**src/rtl/event_kernel_scanner.sv**
```systemverilog
// Scans the KERNEL_SIZE x KERNEL_SIZE neighbourhood of each accepted spike event, emitting in-bounds window beats.
// Optional KERNEL_SCAN_STATS_EN adds stat_events/stat_windows counters.
module event_kernel_scanner #(
    parameter int IMG_WIDTH           = 32,
    parameter int IMG_HEIGHT          = 32,
    parameter int BITS_PER_COORDINATE = 8,
    parameter int IN_CHANNELS         = 4,
    parameter int KERNEL_SIZE         = 3
) (
    input  logic                             clk,
    input  logic                             rst_n,
    input  logic                             event_valid,
    input  logic [BITS_PER_COORDINATE-1:0]   event_x,
    input  logic [BITS_PER_COORDINATE-1:0]   event_y,
    input  logic [IN_CHANNELS-1:0]           event_spikes,
    output logic                             conv_ready,
    output logic                             conv_ack,
    output logic                             win_valid,
    input  logic                             win_ready,
    output logic [BITS_PER_COORDINATE-1:0]   win_x,
    output logic [BITS_PER_COORDINATE-1:0]   win_y,
    output logic [$clog2(KERNEL_SIZE):0]     win_kx,
    output logic [$clog2(KERNEL_SIZE):0]     win_ky,
    output logic [IN_CHANNELS-1:0]           win_spikes,
    output logic                             win_last
`ifdef KERNEL_SCAN_STATS_EN
    ,
    output logic [31:0]                      stat_events,
    output logic [31:0]                      stat_windows
`endif
);

    localparam int KW = $clog2(KERNEL_SIZE) + 1;
    localparam int SW = BITS_PER_COORDINATE + 2;
    localparam int C  = KERNEL_SIZE / 2;
    localparam logic [KW-1:0] KMAX  = KW'(KERNEL_SIZE - 1);
    localparam logic [SW-1:0] W_LIM = SW'(IMG_WIDTH);
    localparam logic [SW-1:0] H_LIM = SW'(IMG_HEIGHT);

    typedef enum logic {IDLE, SCAN} state_t;

    state_t                         state_q, state_d;
    logic [BITS_PER_COORDINATE-1:0] x_q, y_q;
    logic [IN_CHANNELS-1:0]         spikes_q;
    logic [KW-1:0]                  kx_q, ky_q, kx_d, ky_d;
    logic                           ack_q;
    logic [SW-1:0]                  px, py;
    logic                           in_bounds, advance, accept, last_pos;
    logic                           col_after, row_after;

    // Position is signed (MSB = sign) so taps left/above the image read as negative.
    function automatic logic tap_ok(input logic [BITS_PER_COORDINATE-1:0] base,
                                    input logic [KW-1:0] k,
                                    input logic [SW-1:0] lim);
        logic [SW-1:0] p;
        p = {2'b00, base} + SW'(k) - SW'(C);
        return !p[SW-1] && (p < lim);
    endfunction

    assign accept   = (state_q == IDLE) && event_valid;
    assign px       = {2'b00, x_q} + SW'(kx_q) - SW'(C);
    assign py       = {2'b00, y_q} + SW'(ky_q) - SW'(C);
    assign in_bounds = tap_ok(x_q, kx_q, W_LIM) && tap_ok(y_q, ky_q, H_LIM);
    assign advance  = (state_q == SCAN) && (!in_bounds || win_ready);
    assign last_pos = (kx_q == KMAX) && (ky_q == KMAX);

    // A beat is last when no later tap in this row, nor any later row, lands in bounds.
    always_comb begin
        col_after = 1'b0;
        row_after = 1'b0;
        for (int unsigned i = 0; i < KERNEL_SIZE; i++) begin
            if (KW'(i) > kx_q && tap_ok(x_q, KW'(i), W_LIM)) col_after = 1'b1;
            if (KW'(i) > ky_q && tap_ok(y_q, KW'(i), H_LIM)) row_after = 1'b1;
        end
    end

    always_comb begin
        state_d = state_q;
        kx_d    = kx_q;
        ky_d    = ky_q;
        case (state_q)
            IDLE: begin
                if (event_valid) begin
                    state_d = SCAN;
                    kx_d    = '0;
                    ky_d    = '0;
                end
            end
            SCAN: begin
                if (advance) begin
                    if (last_pos) begin
                        state_d = IDLE;
                        kx_d    = '0;
                        ky_d    = '0;
                    end else if (kx_q == KMAX) begin
                        kx_d = '0;
                        ky_d = ky_q + 1'b1;
                    end else begin
                        kx_d = kx_q + 1'b1;
                    end
                end
            end
            default: state_d = IDLE;
        endcase
    end

    always_ff @(posedge clk or negedge rst_n) begin
        if (!rst_n) begin
            state_q  <= IDLE;
            kx_q     <= '0;
            ky_q     <= '0;
            x_q      <= '0;
            y_q      <= '0;
            spikes_q <= '0;
            ack_q    <= 1'b0;
        end else begin
            state_q <= state_d;
            kx_q    <= kx_d;
            ky_q    <= ky_d;
            ack_q   <= accept;
            if (accept) begin
                x_q      <= event_x;
                y_q      <= event_y;
                spikes_q <= event_spikes;
            end
        end
    end

    assign conv_ready = (state_q == IDLE);
    assign conv_ack   = ack_q;
    assign win_valid  = (state_q == SCAN) && in_bounds;
    assign win_last   = win_valid && !col_after && !row_after;
    assign win_x      = win_valid ? px[BITS_PER_COORDINATE-1:0] : '0;
    assign win_y      = win_valid ? py[BITS_PER_COORDINATE-1:0] : '0;
    assign win_kx     = win_valid ? kx_q : '0;
    assign win_ky     = win_valid ? ky_q : '0;
    assign win_spikes = win_valid ? spikes_q : '0;

`ifdef KERNEL_SCAN_STATS_EN
    always_ff @(posedge clk or negedge rst_n) begin
        if (!rst_n) begin
            stat_events  <= '0;
            stat_windows <= '0;
        end else begin
            if (accept)                 stat_events  <= stat_events + 32'd1;
            if (win_valid && win_ready) stat_windows <= stat_windows + 32'd1;
        end
    end
`endif

endmodule

```
**config.mk**
```make
export PLATFORM = sky130hd
export DESIGN_NAME = event_kernel_scanner
export DESIGN_NICKNAME = d
export VERILOG_FILES = /design/src/rtl/event_kernel_scanner.sv
export SDC_FILE = /design/constraint.sdc
export NUM_CORES = 1
export LEC_CHECK = 0
export CORE_ASPECT_RATIO = 1.4
export CORE_MARGIN = 1
export CORE_UTILIZATION = 39
export DETAILED_ROUTE_END_ITERATION = 10
export GPL_TIMING_DRIVEN = 0
export HOLD_SLACK_MARGIN = 0.1
export PLACE_DENSITY = 0.71
export SYNTH_ARGS = -nofsm -noshare
export SYNTH_HDL_FRONTEND = slang
export SYNTH_SLANG_ARGS = --single-unit
```
**constraint.sdc**
```tcl
create_clock -name clk -period 8.2 [get_ports clk]
set_input_delay 1.64 -clock clk [delete_from_list [all_inputs] [get_ports clk]]
set_output_delay 1.64 -clock clk [all_outputs]
set_load 0.005 [all_outputs]
```
==> results of run 1 <==
-- placed cells by master (no fill, tap or decap), drive strengths merged, types with 4 or more instances in the layout --
master,count
nand2,49
clkdlybuf4s50,46
inv,44
ha,43
dfrtp,28
o21ai,20
and2,14
buf,14
nor2,13
a21oi,8
nand3,7
nand2b,6
conb,6
nor2b,6
xnor2,5
a2111oi,5
clkbuf,5
nor3,4
o211ai,4
mux2i,4
nor4,4
nand4,4
-- final cells by class --
class	instances	share of cell area, %
Clock buffer	3	1.19
Tap cell	95	3.41
Timing Repair Buffer	47	13.4
Sequential cell	28	20.1
Inverter	44	4.74
Clock inverter	1	0.862
Multi-Input combinational cell	254	53.3
Buffer	15	2.98
-- path summary, 6_finish.rpt --
| kind | from | slack (ns) | cells after the start | endpoint |
|---|---|---|---|---|
| setup / recovery | ky_q[1]$_DFFE_PN0P_ | 2.35 | 15 | win_last |
| hold / removal | spikes_q[1]$_DFFE_PN0P_ | 0.47 | 2 | spikes_q[1]$_DFFE_PN0P_ |
| setup reg to reg | kx_q[2]$_DFFE_PN0P_ | 4.94 | 11 | kx_q[1]$_DFFE_PN0P_ |
| hold reg to reg | spikes_q[1]$_DFFE_PN0P_ | 0.47 | 2 | spikes_q[1]$_DFFE_PN0P_ |
| max in group asynchronous | rst_n | 6.41 | 1 | x_q[4]$_DFFE_PN0P_ |
| min in group asynchronous | rst_n | 1.38 | 1 | ky_q[1]$_DFFE_PN0P_ |
-- kinds of logic after synthesis --
logic type,count (synthesis)
and+or+nand+nor,122
xor gates and xnor gates,8
buffers and inverters,59
muxes,4
AOI/OAI and AO/OA,69
DFF,28
adders and majority gates,45
other,1
-- routing by layer --
metal / up-vias / routed length [microns] / track usage (%)
met3: 11 / 259 / 2.27
met5: - / 0 / 0
li1: 1246 / - / -
met4: 0 / 138 / 4.88
met1: 1146 / 2750 / 21.9
met2: 57 / 3580 / 36.1
-- worst min-delay path, stage by stage (launching register included) --
cell	delay (ns)
dfrtp_1	0.35
nand2_1	0.05
nand2_1	0.05
-- state kept, by name (all words and copies together) (netlist names) --
register	cells
conv_ack	1
kx_q	3
ky_q	3
spikes_q	4
state_q	1
x_q	8
y_q	8
-- report_power, final --
group | switching (mW) | internal [mW] | total [mW]
sequential | 0.0706 | 0.201 | 0.272
combinational | 0.535 | 0.411 | 0.946
clock | 0.0443 | 0.0653 | 0.110
total | 0.650 | 0.677 | 1.33
==> flow_summary.toml, run 1 <==
[outcome]
status = "finished, final reports clean"

[sta]
fin_skew_ns = 0.00379
timing.final.crit_share_pct = 71.3
maxSlewHeadroom_pct = 57.0
max_freq_mhz = 171
layout_min_cycle_time_ns = 5.85
finalSetupViolations = 0
rsz0062_at_grt = "false"
slew_violations = 0
finalWorstSetupSlack_ns = 2.35
fin_hold_ws_ns = 0.473
fin_tns_setup_ns = 0
hold_viol = 0
worst_pin_slew_ns = 0.646

[logic_synthesis]
synth-compound-area-share_pct = 18.1
synth.distinct_cells = 68
synth_mux_area_share_pct = 1.43
synth-xor-area-share_pct = 2.50
synthCells = 336
post-synth-top-area-cell = "dfrtp_1"
synth_top_area_share_pct = 25.0
synth_edf_count = 0
synthTopCellsByArea = "dfrtp_1 25%, ha_1 19%, nand2_1 6.6%"
postSynthAreaPerCell_sq_um = 8.36
yosys_warnings = 0
async_reset_ff_share_pct = 100
synthFlopType = "dfrtp_1"
synthMostInstantiatedCell = "nand2_1"
synth_common_cells = "49 x nand2_1, 43 x ha_1, 43 x inv_1"
syn_area_sq_um = 2810
synth_fa_ha_area_share_pct = 20.6
yosys.area_share.simple_pct = 22.7
ys_ff_latch = 28
yosysSeqAreaShare_pct = 25.0
synth_top_family_by_area = "simple AND/OR/NAND/NOR gates"

[final_layout]
final_nets = 462
multi_input_area_sq_um = 1860
finish.utilization_pct = 49.9
layout-drive-gt1-share_pct = 7.40
num-fill-cells = 689
syn_to_final_growth_pct = 24.0
antenna_cells = 0
regArea_sq_um = 701
stdcell_count = 487
finalInstanceArea_sq_um = 3480

[global_routing]
track_usage_pct = 18.9
first_global_vias = 2395
grt_pass1_wl_mm = 11.1
grt_start_max_net_pins = 29
antenna_found_initial = 0
grt-ovfl-total = 0

[pwr]
p_leak_nw = 1.61
powerDensity_nw_per_um2 = 381
power_mw = 1.33
ir_worst_vdd_mv = 0.204

[setup_path]
cp.required_ns = 6.56
path_common_cell = "inv_1"
cp_max_fo = 10
crit_family = "compound AO/OA/AOI/OAI gates"
slowest_delay_ns = 0.51
arrival_ns = 4.21
end_kind = "primary output"
worst_setup_path_start_kind = "flop"
crit_chain = "inv_1 -> ha_1 -> inv_1 -> ha_1 -> inv_1 -> fa_1 -> and2b_1 -> o21ai_1 -> a211o_1 -> a211oi_2 -> a21bo_1 -> nor4_4 -> buf_4 -> o2111a_1 -> clkdlybuf4s50_1"
cp_slowest_cell = "clkdlybuf4s50_1"
path_class = "reg -> out"
worstPathBufferInverterCount = 5

[cts]
path_clk_slew_ns = 0.10
cts_buffers = 3
cts.sinks = 28
worstSkewPairLatency_ns = 0.27
cts.path.max_buffers = 2
cts_setup_buffers = 0
cts_tree = "yes"
cts_htree_levels = 1
cts.hold.buffers_added = 0
cts_resized = 0
clockRootBuffer = "clkbuf_8"

[floorplanning]
die_area_sq_um = 7550
die_w_microns = 73.7
io_pins = 54
start_util_pct = 40.2
core-area_sq_um = 6980
rows = 36
die_h_microns = 102

[routing]
drt-wirelength-per-cell_microns = 13.8
vias = 2460
via_per_inst = 5.05
routed_wirelength_mm = 6.73
drt-pass1-iter-count = 4
drtAntennaViolNets = 0
remaining_drc_errors = 0
drt_iter0_markers = 113

[worst_hold_path]
hold_class = "reg -> reg"

[place]
placed_cell_area_sq_um = 3420
gp_congestion = 0.821
io_buffer_count = 47
dp_slack_ns = 2.65
hpwl_mm = 5.32
dp.cells = 483

[job]
cap_viol_max_count = 0
Note: power is estimated with default switching activity, not from simulation.
==> run 2, diff against run 1 <==
==> constraint.sdc (replaced) <==
create_clock -name clk -period 5.75 [get_ports clk]
set_input_delay 1.15 -clock clk [delete_from_list [all_inputs] [get_ports clk]]
set_output_delay 1.15 -clock clk [all_outputs]
set_load 0.005 [all_outputs]
==> results of run 2 <==
Same layout as run 1 (identical final DEF). Status: finished, final reports clean.
Main changes from that run: setup slack after placement 2.65 ns -> 0.690 ns; setup slack after layout 2.35 ns -> 0.392 ns; register-to-register setup slack 4.94 ns -> 2.49 ns; total power 1.33 mW -> 1.89 mW; worst IR drop on VDD 0.204 mV -> 0.291 mV
==> run 3, diff against run 2 <==
--- a/config.mk
+++ b/config.mk
@@ -5,13 +5,16 @@
 export SDC_FILE = /design/constraint.sdc
 export NUM_CORES = 1
 export LEC_CHECK = 0
+export CELL_PAD_IN_SITES_DETAIL_PLACEMENT = 2
+export CELL_PAD_IN_SITES_GLOBAL_PLACEMENT = 2
 export CORE_ASPECT_RATIO = 1.4
 export CORE_MARGIN = 1
-export CORE_UTILIZATION = 39
+export CORE_UTILIZATION = 31
 export DETAILED_ROUTE_END_ITERATION = 10
+export GPL_ROUTABILITY_DRIVEN = 0
 export GPL_TIMING_DRIVEN = 0
 export HOLD_SLACK_MARGIN = 0.1
-export PLACE_DENSITY = 0.71
+export PLACE_DENSITY = 0.89
 export SYNTH_ARGS = -nofsm -noshare
 export SYNTH_HDL_FRONTEND = slang
 export SYNTH_SLANG_ARGS = --single-unit
==> flow_summary.toml, run 3 (same netlist as run 1, synthesis figures left out) <==
[outcome]
status = "finished, final reports clean"

[setup_path]
worst_setup_path_start_kind = "flop"
arrival_ns = 4.36
cp_max_fo = 10
r2r_slack_ns = 2.21
crit-reg2reg-launch = "kx_q[1]$_DFFE_PN0P_"
end_kind = "primary output"
path_class = "reg -> out"
r2r_end = "ky_q[1]$_DFFE_PN0P_"
cp.required_ns = 4.60
ff2ff_path_depth = 14

[pwr]
power_mw = 2.11
switching_share_pct = 51.5
power.switching_mw = 1.09
powerDensity_nw_per_um2 = 598
ir_worst_vdd_mv = 0.207
p_int_mw = 1.03
p_seq_share_pct = 18.9
comb_power_share_pct = 70.8
p_leak_nw = 1.62
pwr-share-clk_pct = 10.3

[cts]
cts.hold.buffers_added = 0
cts_buffers = 3
cts.path.max_buffers = 2
cts_tree = "yes"
cts_resized = 0
worstSkewPairLatency_ns = 0.27
cts_setup_buffers = 0
cts_htree_levels = 1
path_clk_slew_ns = 0.08
cts.sinks = 28
clockRootBuffer = "clkbuf_16"

[final_layout]
final_cell_mix = "49 x nand2_1, 46 x clkdlybuf4s50_1, 43 x inv_1, 43 x ha_1, 27 x dfrtp_1"
antenna_cells = 0
biggestRegsByFlops = "x_q (8), y_q (8), spikes_q (4)"
syn_to_final_growth_pct = 25.9
num-fill-cells = 1012
final_common_cell = "nand2_1"
final_nets = 462
layout-drive-gt1-share_pct = 7.65

[worst_hold_path]
hold_class = "reg -> reg"
hold_path_depth = 2
hold_path_startpoint = "spikes_q[0]$_DFFE_PN0P_"
min_to = "spikes_q[0]$_DFFE_PN0P_"

[place]
hpwl_mm = 7.13
io_buffer_count = 47

[sta]
timing.final.crit_share_pct = 95.9
hold_viol = 0
max_freq_mhz = 181
rsz0062_at_grt = "false"
finalSetupViolations = 0
fin_tns_setup_ns = 0
slew_violations = 0
layout_min_cycle_time_ns = 5.51
maxSlewHeadroom_pct = 52.3
worst_pin_slew_ns = 0.715
fin_skew_ns = 0.00255

[routing]
drt-pass1-iter-count = 4
vias = 2632
routed_wirelength_mm = 9.89
drt_iter0_markers = 58
drtAntennaViolNets = 0
wl_met1_mm = 3.92
via_per_inst = 5.30
wl_met2_mm = 5.46
met3_length_microns = 215
drt-wirelength-per-cell_microns = 19.9
remaining_drc_errors = 0
top_layer_used = "met4"

[floorplanning]
die_h_microns = 115
die_w_microns = 82.4
rows = 40
io_pins = 54
core-area_sq_um = 8710
start_util_pct = 32.2
die_area_sq_um = 9450

[global_routing]
grt_start_max_net_pins = 29
first_global_vias = 2968
grt_pass1_wl_mm = 15.5
grt-ovfl-total = 0
track_usage_pct = 22.0
antenna_found_initial = 0

[job]
cap_viol_max_count = 0
==> run 3: cell counts in the layout (fill, tap and decap cells not counted) <==
No cell type changed its count.
==> run 3: power by group through the flow <==
| stage | Clock (mW) | Sequential (mW) | Combinational, mW |
|---|---|---|---|
| floorplan | 0 | 0.359 | 1.07 |
| global placement | 0 | 0.388 | 1.34 |
| detailed placement | 0 | 0.397 | 1.45 |
| CTS | 0.221 | 0.400 | 1.52 |
| global route | 0.228 | 0.413 | 1.65 |
| finish | 0.218 | 0.400 | 1.50 |
==> run 3: per-stage QoR <==
step	cell area [sq um]	hold slack, ns	setup WS [ns]	util, %	cells
6_report	3540	0.496	0.237	40.6	497
3_3_place_gp	3430	0.452	0.623	39.4	493
5_1_grt	3540	0.535	0.0473	40.6	497
4_1_cts	3530	0.501	0.120	40.6	497
2_1_floorplan	2830	0.437	1.62	-	341
3_5_place_dp	3430	0.475	0.524	39.4	493
==> run 3: cell type report <==
type	instances	area [sq um]	share of cell area, %
buffer	15	110	3.11
clock inverter	1	30.0	0.849
tap	105	131	3.72
inverter	44	165	4.67
multi-input combinational	254	1860	52.5
clock buffer	3	75.1	2.12
timing repair buffer	47	465	13.2
sequential	28	702	19.9
==> run 3: worst max-delay path: stages, from the launching register on <==
cell,delay (ns)
dfrtp_1,0.42
inv_1,0.11
ha_1,0.31
inv_1,0.07
ha_1,0.18
inv_1,0.06
fa_1,0.37
and2b_1,0.29
o21ai_1,0.11
a211o_1,0.29
a211oi_2,0.27
a21bo_1,0.27
nor4_4,0.34
buf_4,0.26
nor2b_1,0.20
clkdlybuf4s50_1,0.52
==> run 3: worst max path at each step <==
stage	cells after the start	slack, ns	start	end
2_1_floorplan	14	1.62	ky_q[1]$_DFFE_PN0P_	win_last
3_3_place_gp	15	0.62	ky_q[1]$_DFFE_PN0P_	win_y[2]
3_5_place_dp	15	0.52	ky_q[1]$_DFFE_PN0P_	win_y[2]
4_1_cts	15	0.12	ky_q[1]$_DFFE_PN0P_	win_y[2]
5_1_grt	15	0.05	y_q[1]$_DFFE_PN0P_	win_y[2]
6_report	15	0.24	y_q[1]$_DFFE_PN0P_	win_y[2]
==> run 3: metal layers <==
| metal | global-route usage [%] | vias to the layer above |
|---|---|---|
| li1 | - | 1241 |
| met1 | 23.7 | 1315 |
| met2 | 42.6 | 54 |
| met3 | 2.55 | 22 |
| met4 | 7.13 | 0 |
| met5 | 0 | - |
